`src/rtl/alu_drv_pkg.sv`:
```
// Shared opcodes, FSM state type and opcode helpers for the ALU operation driver.
package alu_drv_pkg;

    localparam logic [2:0] OP_ADD        = 3'b000;
    localparam logic [2:0] OP_SUB        = 3'b001;
    localparam logic [2:0] OP_AND        = 3'b010;
    localparam logic [2:0] OP_OR         = 3'b011;
    localparam logic [2:0] OP_NOT        = 3'b100;
    localparam logic [2:0] OP_LAST_LEGAL = 3'b100;

    typedef enum logic [1:0] {
        IDLE,
        DRIVE,
        RESP
    } state_t;

    function automatic logic op_legal(input logic [2:0] sel);
        return sel <= OP_LAST_LEGAL;
    endfunction

endpackage

```
`src/rtl/alu_cmd_fifo.sv`:
```
// Synchronous command FIFO: combinational read of the head entry, occupancy count output.
module alu_cmd_fifo #(
    parameter int W     = 11,
    parameter int DEPTH = 4
) (
    input  logic                       clk,
    input  logic                       rst,
    input  logic                       push,
    input  logic [W-1:0]               wdata,
    input  logic                       pop,
    output logic [W-1:0]               rdata,
    output logic                       full,
    output logic                       empty,
    output logic [$clog2(DEPTH):0]     count
);

    localparam int AW = $clog2(DEPTH);
    localparam logic [AW:0] FULL_CNT = (AW+1)'(DEPTH);

    logic [W-1:0]  mem [DEPTH];
    logic [AW-1:0] wptr;
    logic [AW-1:0] rptr;

    // Storage carries no reset; only pointers and occupancy are control state.
    always_ff @(posedge clk) begin
        if (push) begin
            mem[wptr] <= wdata;
        end
    end

    always_ff @(posedge clk) begin
        if (rst) begin
            wptr  <= '0;
            rptr  <= '0;
            count <= '0;
        end else begin
            if (push) begin
                wptr <= wptr + 1'b1;
            end
            if (pop) begin
                rptr <= rptr + 1'b1;
            end
            case ({push, pop})
                2'b10:   count <= count + 1'b1;
                2'b01:   count <= count - 1'b1;
                default: count <= count;
            endcase
        end
    end

    assign rdata = mem[rptr];
    assign full  = (count == FULL_CNT);
    assign empty = (count == '0);

endmodule

```
`src/rtl/alu_op_driver.sv`:
```
// Buffers ALU commands, drives them to the combinational ALU one at a time, returns results in order.
// Optional feature: define ALU_DRV_CHECK_EN to add the rsp_mismatch golden-model check output.
module alu_op_driver
    import alu_drv_pkg::*;
#(
    parameter int WIDTH = 4,
    parameter int DEPTH = 4
) (
    input  logic             clk,
    input  logic             rst,
    input  logic             cmd_valid,
    output logic             cmd_ready,
    input  logic [WIDTH-1:0] cmd_a,
    input  logic [WIDTH-1:0] cmd_b,
    input  logic [2:0]       cmd_sel,
    output logic [WIDTH-1:0] alu_a,
    output logic [WIDTH-1:0] alu_b,
    output logic [2:0]       alu_sel,
    input  logic [WIDTH-1:0] alu_out,
    output logic             rsp_valid,
    input  logic             rsp_ready,
    output logic [WIDTH-1:0] rsp_data,
    output logic             rsp_err
`ifdef ALU_DRV_CHECK_EN
    ,
    output logic             rsp_mismatch
`endif
);

    localparam int CW = 2*WIDTH + 3;
    localparam int AW = $clog2(DEPTH);
    localparam logic [AW:0] FULL_CNT = (AW+1)'(DEPTH);

    function automatic logic [WIDTH-1:0] gate_result(input logic [2:0] sel,
                                                     input logic [WIDTH-1:0] r);
        return op_legal(sel) ? r : '0;
    endfunction

`ifdef ALU_DRV_CHECK_EN
    function automatic logic [WIDTH-1:0] golden(input logic [WIDTH-1:0] a,
                                                input logic [WIDTH-1:0] b,
                                                input logic [2:0]       sel);
        case (sel)
            OP_ADD:  return a + b;
            OP_SUB:  return a - b;
            OP_AND:  return a & b;
            OP_OR:   return a | b;
            OP_NOT:  return ~a;
            default: return '0;
        endcase
    endfunction
`endif

    state_t          state;
    logic            push;
    logic            pop;
    logic            full;
    logic            empty;
    logic [CW-1:0]   fifo_rdata;
    logic [AW:0]     fifo_count;
    logic [AW:0]     count_nxt;
    logic [WIDTH-1:0] head_a;
    logic [WIDTH-1:0] head_b;
    logic [2:0]       head_sel;

    assign push = cmd_valid && cmd_ready && !full;
    // RESP can pop in the same edge as the handshake, giving back-to-back DRIVE.
    assign pop  = !empty && ((state == IDLE) || ((state == RESP) && rsp_ready));
    assign count_nxt = fifo_count + (AW+1)'(push) - (AW+1)'(pop);
    assign {head_a, head_b, head_sel} = fifo_rdata;

    alu_cmd_fifo #(
        .W     (CW),
        .DEPTH (DEPTH)
    ) u_fifo (
        .clk   (clk),
        .rst   (rst),
        .push  (push),
        .wdata ({cmd_a, cmd_b, cmd_sel}),
        .pop   (pop),
        .rdata (fifo_rdata),
        .full  (full),
        .empty (empty),
        .count (fifo_count)
    );

    always_ff @(posedge clk) begin
        if (rst) begin
            state     <= IDLE;
            cmd_ready <= 1'b0;
            alu_a     <= '0;
            alu_b     <= '0;
            alu_sel   <= '0;
            rsp_valid <= 1'b0;
            rsp_data  <= '0;
            rsp_err   <= 1'b0;
`ifdef ALU_DRV_CHECK_EN
            rsp_mismatch <= 1'b0;
`endif
        end else begin
            cmd_ready <= (count_nxt != FULL_CNT);
            if (pop) begin
                alu_a   <= head_a;
                alu_b   <= head_b;
                alu_sel <= head_sel;
            end
            case (state)
                IDLE: begin
                    if (pop) begin
                        state <= DRIVE;
                    end
                end
                DRIVE: begin
                    rsp_data  <= gate_result(alu_sel, alu_out);
                    rsp_err   <= !op_legal(alu_sel);
                    rsp_valid <= 1'b1;
`ifdef ALU_DRV_CHECK_EN
                    rsp_mismatch <= op_legal(alu_sel) &&
                                    (alu_out != golden(alu_a, alu_b, alu_sel));
`endif
                    state <= RESP;
                end
                RESP: begin
                    if (rsp_ready) begin
                        rsp_valid <= 1'b0;
                        state     <= pop ? DRIVE : IDLE;
                    end
                end
                default: state <= IDLE;
            endcase
        end
    end

endmodule

```
`config.mk`:
```
export PLATFORM = sky130hd
export DESIGN_NAME = alu_op_driver
export DESIGN_NICKNAME = d
export VERILOG_FILES = /design/src/rtl/alu_drv_pkg.sv /design/src/rtl/alu_cmd_fifo.sv /design/src/rtl/alu_op_driver.sv
export SDC_FILE = /design/constraint.sdc
export NUM_CORES = 1
export LEC_CHECK = 0
export CAP_MARGIN = 20
export CELL_PAD_IN_SITES_DETAIL_PLACEMENT = 1
export CELL_PAD_IN_SITES_GLOBAL_PLACEMENT = 1
export CORE_MARGIN = 8
export CORE_UTILIZATION = 31
export CTS_CLUSTER_SIZE = 10
export DETAILED_ROUTE_END_ITERATION = 10
export PLACE_DENSITY_LB_ADDON = 0.05
export RECOVER_POWER = 100
export SYNTH_ARGS = -nofsm -noshare
export SYNTH_HDL_FRONTEND = slang
export SYNTH_SLANG_ARGS = --single-unit
export TNS_END_PERCENT = 100
```
`constraint.sdc`:
```
create_clock -name clk -period 5 [get_ports clk]
set_input_delay 1 -clock clk [delete_from_list [all_inputs] [get_ports clk]]
set_output_delay 1 -clock clk [all_outputs]
set_load 0.05 [all_outputs]
```
==> out/qor.csv <==
stage;metric;value;unit
timing;rsz0062_at_grt;no;
outcome;violations;capacitance limit, slew limit;
critical_path;cp-end-kind;register;
floorplan;die_area;12700;um^2
placement;port_buffers;36;
drt;detail-route-antenna-nets;0;
placement;gp_congestion;0.728;
timing;finalSetupTns;0;ns
placement;place_area;3370;um^2
clock_tree;cts_resized;0;
grt;antenna_found_initial;0;
power_and_ir_drop;total_power;2.08;mW
grt;grt_use_met3;0.0304;
critical_path;cp_max_fo;28;
run;drv_cap;1;
final_layout;synthToLayoutAreaGrowth;23.9;%
floorplan;die-height;113;um
synthesis;yosys_warnings;0;
timing;worst_pin_slew;1.88;ns
synthesis;yosysSeqAreaShare;0.640;
drt;drt_iter0_drc;47;
outcome;status;complete, but fails checks;
synthesis;ys_top_cells_by_area;edfxtp_1 45%, dfxtp_1 19%, mux4_1 9.9%;
placement;hpwl;4.27;mm
timing;fmax;272;MHz
critical_path;start_kind;input port;
drt;num_vias;1692;
floorplan;core;9150;um^2
timing;fin_crit_sh;0.736;
critical_path;crit_type;in -> reg;
synthesis;yosysTopAreaCell;edfxtp_1;
critical_path;cp.required;5.25;ns
final_layout;fin_nets;261;
clock_tree;cts.clk_slew.worst_paths;0.07;ns
placement;dpl.cell_count;333;
worst_hold_path;hp-class;reg -> reg;
drt;wl_per_cell;18.5;um
clock_tree;clk_latency;0.34;ns
clock_tree;cts_tree;done;
final_layout;final_util;0.394;
clock_tree;clock-root-buffer;clkbuf_8;
timing;setup_viol;0;
grt;grt_pass1_vias;1915;
grt;grt_max_degree;29;
synthesis;synth-edff-count;44;
synthesis;synth_area_per_cell;15.1;um^2
power_and_ir_drop;power.leakage;1.28;nW
timing;hold_viol;0;
critical_path;rrSetupSlack;2.22;ns
critical_path;worstPathArrival;3.93;ns
drt;viasPerCell;4.85;
synthesis;synthCells;193;
timing;slew_headroom;-0.264;
drt;drc_errors;0;
final_layout;fin_area;3600;um^2
grt;grt-ovfl-total;0;
grt;grtUsageMet2;0.188;
grt;grt_util_met1;0.116;
drt;wl;6.46;mm
clock_tree;clock-sinks;71;
synthesis;synth_seq_cells;71;
final_layout;stdcell_count;349;
synthesis;syn_nets;221;
timing;slew_viol_final;13;
grt;grt_pass1_wl;10.3;mm
clock_tree;cts_buffers;9;
power_and_ir_drop;power_density;577;nW/um^2
grt;grt.busiest_layer;met2;
floorplan;fp-row-count;35;
final_layout;fillers;937;
timing;skew;0.0131;ns
timing;finalCriticalPeriod;3.68;ns
floorplan;pin_count;37;
clock_tree;cts_setup_buffers;0;
synthesis;async_flop_share;0;
clock_tree;cts_max_path_buffers;2;
floorplan;die_w;113;um
final_layout;num_antenna_cells;0;
floorplan;start_util;0.318;
synthesis;synth_ff_type;edfxtp_1;
synthesis;netlist_area;2910;um^2
synthesis;netlist.area_leader.share;0.454;
drt;firstDrtPassIters;4;
final_layout;final_layout_size_suffix_gt1_frac;0.0756;
power_and_ir_drop;ir_worst_vdd;0.204;mV
clock_tree;holdBufCountCts;0;
grt;grtUsageTotal;0.107;
clock_tree;h-tree-depth;3;
synthesis;ys_types;35;
[final timing paths]
check        cells after the start         endpoint            start
max reg2reg                      9  u_fifo.count[2]  u_fifo.count[1]
min                              2      rsp_data[1]      rsp_data[1]
min reg2reg                      2      rsp_data[1]      rsp_data[1]
max                              4         alu_b[1]              rst
[worst max-delay path: stages]
cell	delay [ns]
dlygate4sd3_1	0.53
clkbuf_1	0.49
nor4_1	1.67
o2bb2ai_1	0.23
[report_power, final]
group,switching (mW),internal (mW),leakage (nW),total [mW]
sequential,0.0938,0.730,0.620,0.824
combinational,0.425,0.247,0.531,0.672
clock,0.224,0.358,0.131,0.582
[registers in the layout (all words and copies together), names as in the netlist]
register	flops
alu_a	4
u_fifo.wptr	2
cmd_ready	1
rsp_valid	1
u_fifo.rptr	2
rsp_err	1
rsp_data	4
alu_b	4
state	2
u_fifo.count	3
alu_sel	3
u_fifo.mem	44
[layout make-up]
class	count	area [um^2]	area share
Clock buffer	13	191	0.0531
Clock inverter	3	68.8	0.0191
Inverter	10	37.5	0.0104
Multi-Input combinational cell	103	937	0.260
Sequential cell	71	1860	0.517
Tap cell	111	139	0.0385
Timing Repair Buffer	38	368	0.102
[cell families after synthesis]
family	Yosys count	share of synthesized area
AOI/OAI and AO/OA	30	0.0684
xor gates and xnor gates	4	0.0120
adders and majority gates	9	0.0439
buffers and inverters	19	0.0327
DFF	71	0.640
muxes	12	0.103
and+or+nand+nor	48	0.0998
[synthesized netlist by cell type, types with 2 or more instances]
library cell and instances:
nand2_1 6, ha_1 7, nand3_1 6, inv_1 10
mux4_1 11, buf_2 4, nor2_1 8, nor2b_1 2
a211oi_1 2, xor2_1 3, nand2b_1 12, a21oi_1 11
o21ai_0 5, clkbuf_1 2, dfxtp_1 27, and3_1 4
edfxtp_1 44, fa_1 2, o2bb2ai_1 11
[per-stage QoR]
step           worst slack, ns  hold slack [ns]
2_1_floorplan             2.07            0.444
3_3_place_gp              1.61            0.442
3_5_place_dp              1.52            0.456
4_1_cts                   1.85            0.466
5_1_grt                   1.01            0.480
6_report                  1.32            0.461
[per-layer routing]
| metal | share of wire | up-vias | wire [um] |
|---|---|---|---|
| li1 | - | 807 | - |
| met1 | 0.43 | 842 | 2800 |
| met2 | 0.51 | 33 | 3270 |
| met3 | 0.041 | 10 | 265 |
| met4 | 0.018 | 0 | 116 |
| met5 | 0 | - | 0 |
[cells in the final DEF, fill, tap and decap left out, types with 6 or more instances in the layout]
cell type	n
a21oi_1	11
nand2b_1	12
mux4_1	11
edfxtp_1	44
nor2_1	8
inv_1	10
clkbuf_8	10
nand2_1	6
o2bb2ai_1	11
nand3_1	6
dfxtp_1	27
dlygate4sd3_1	32
ha_1	7
No activity file was read; power rests on OpenSTA's default activity.
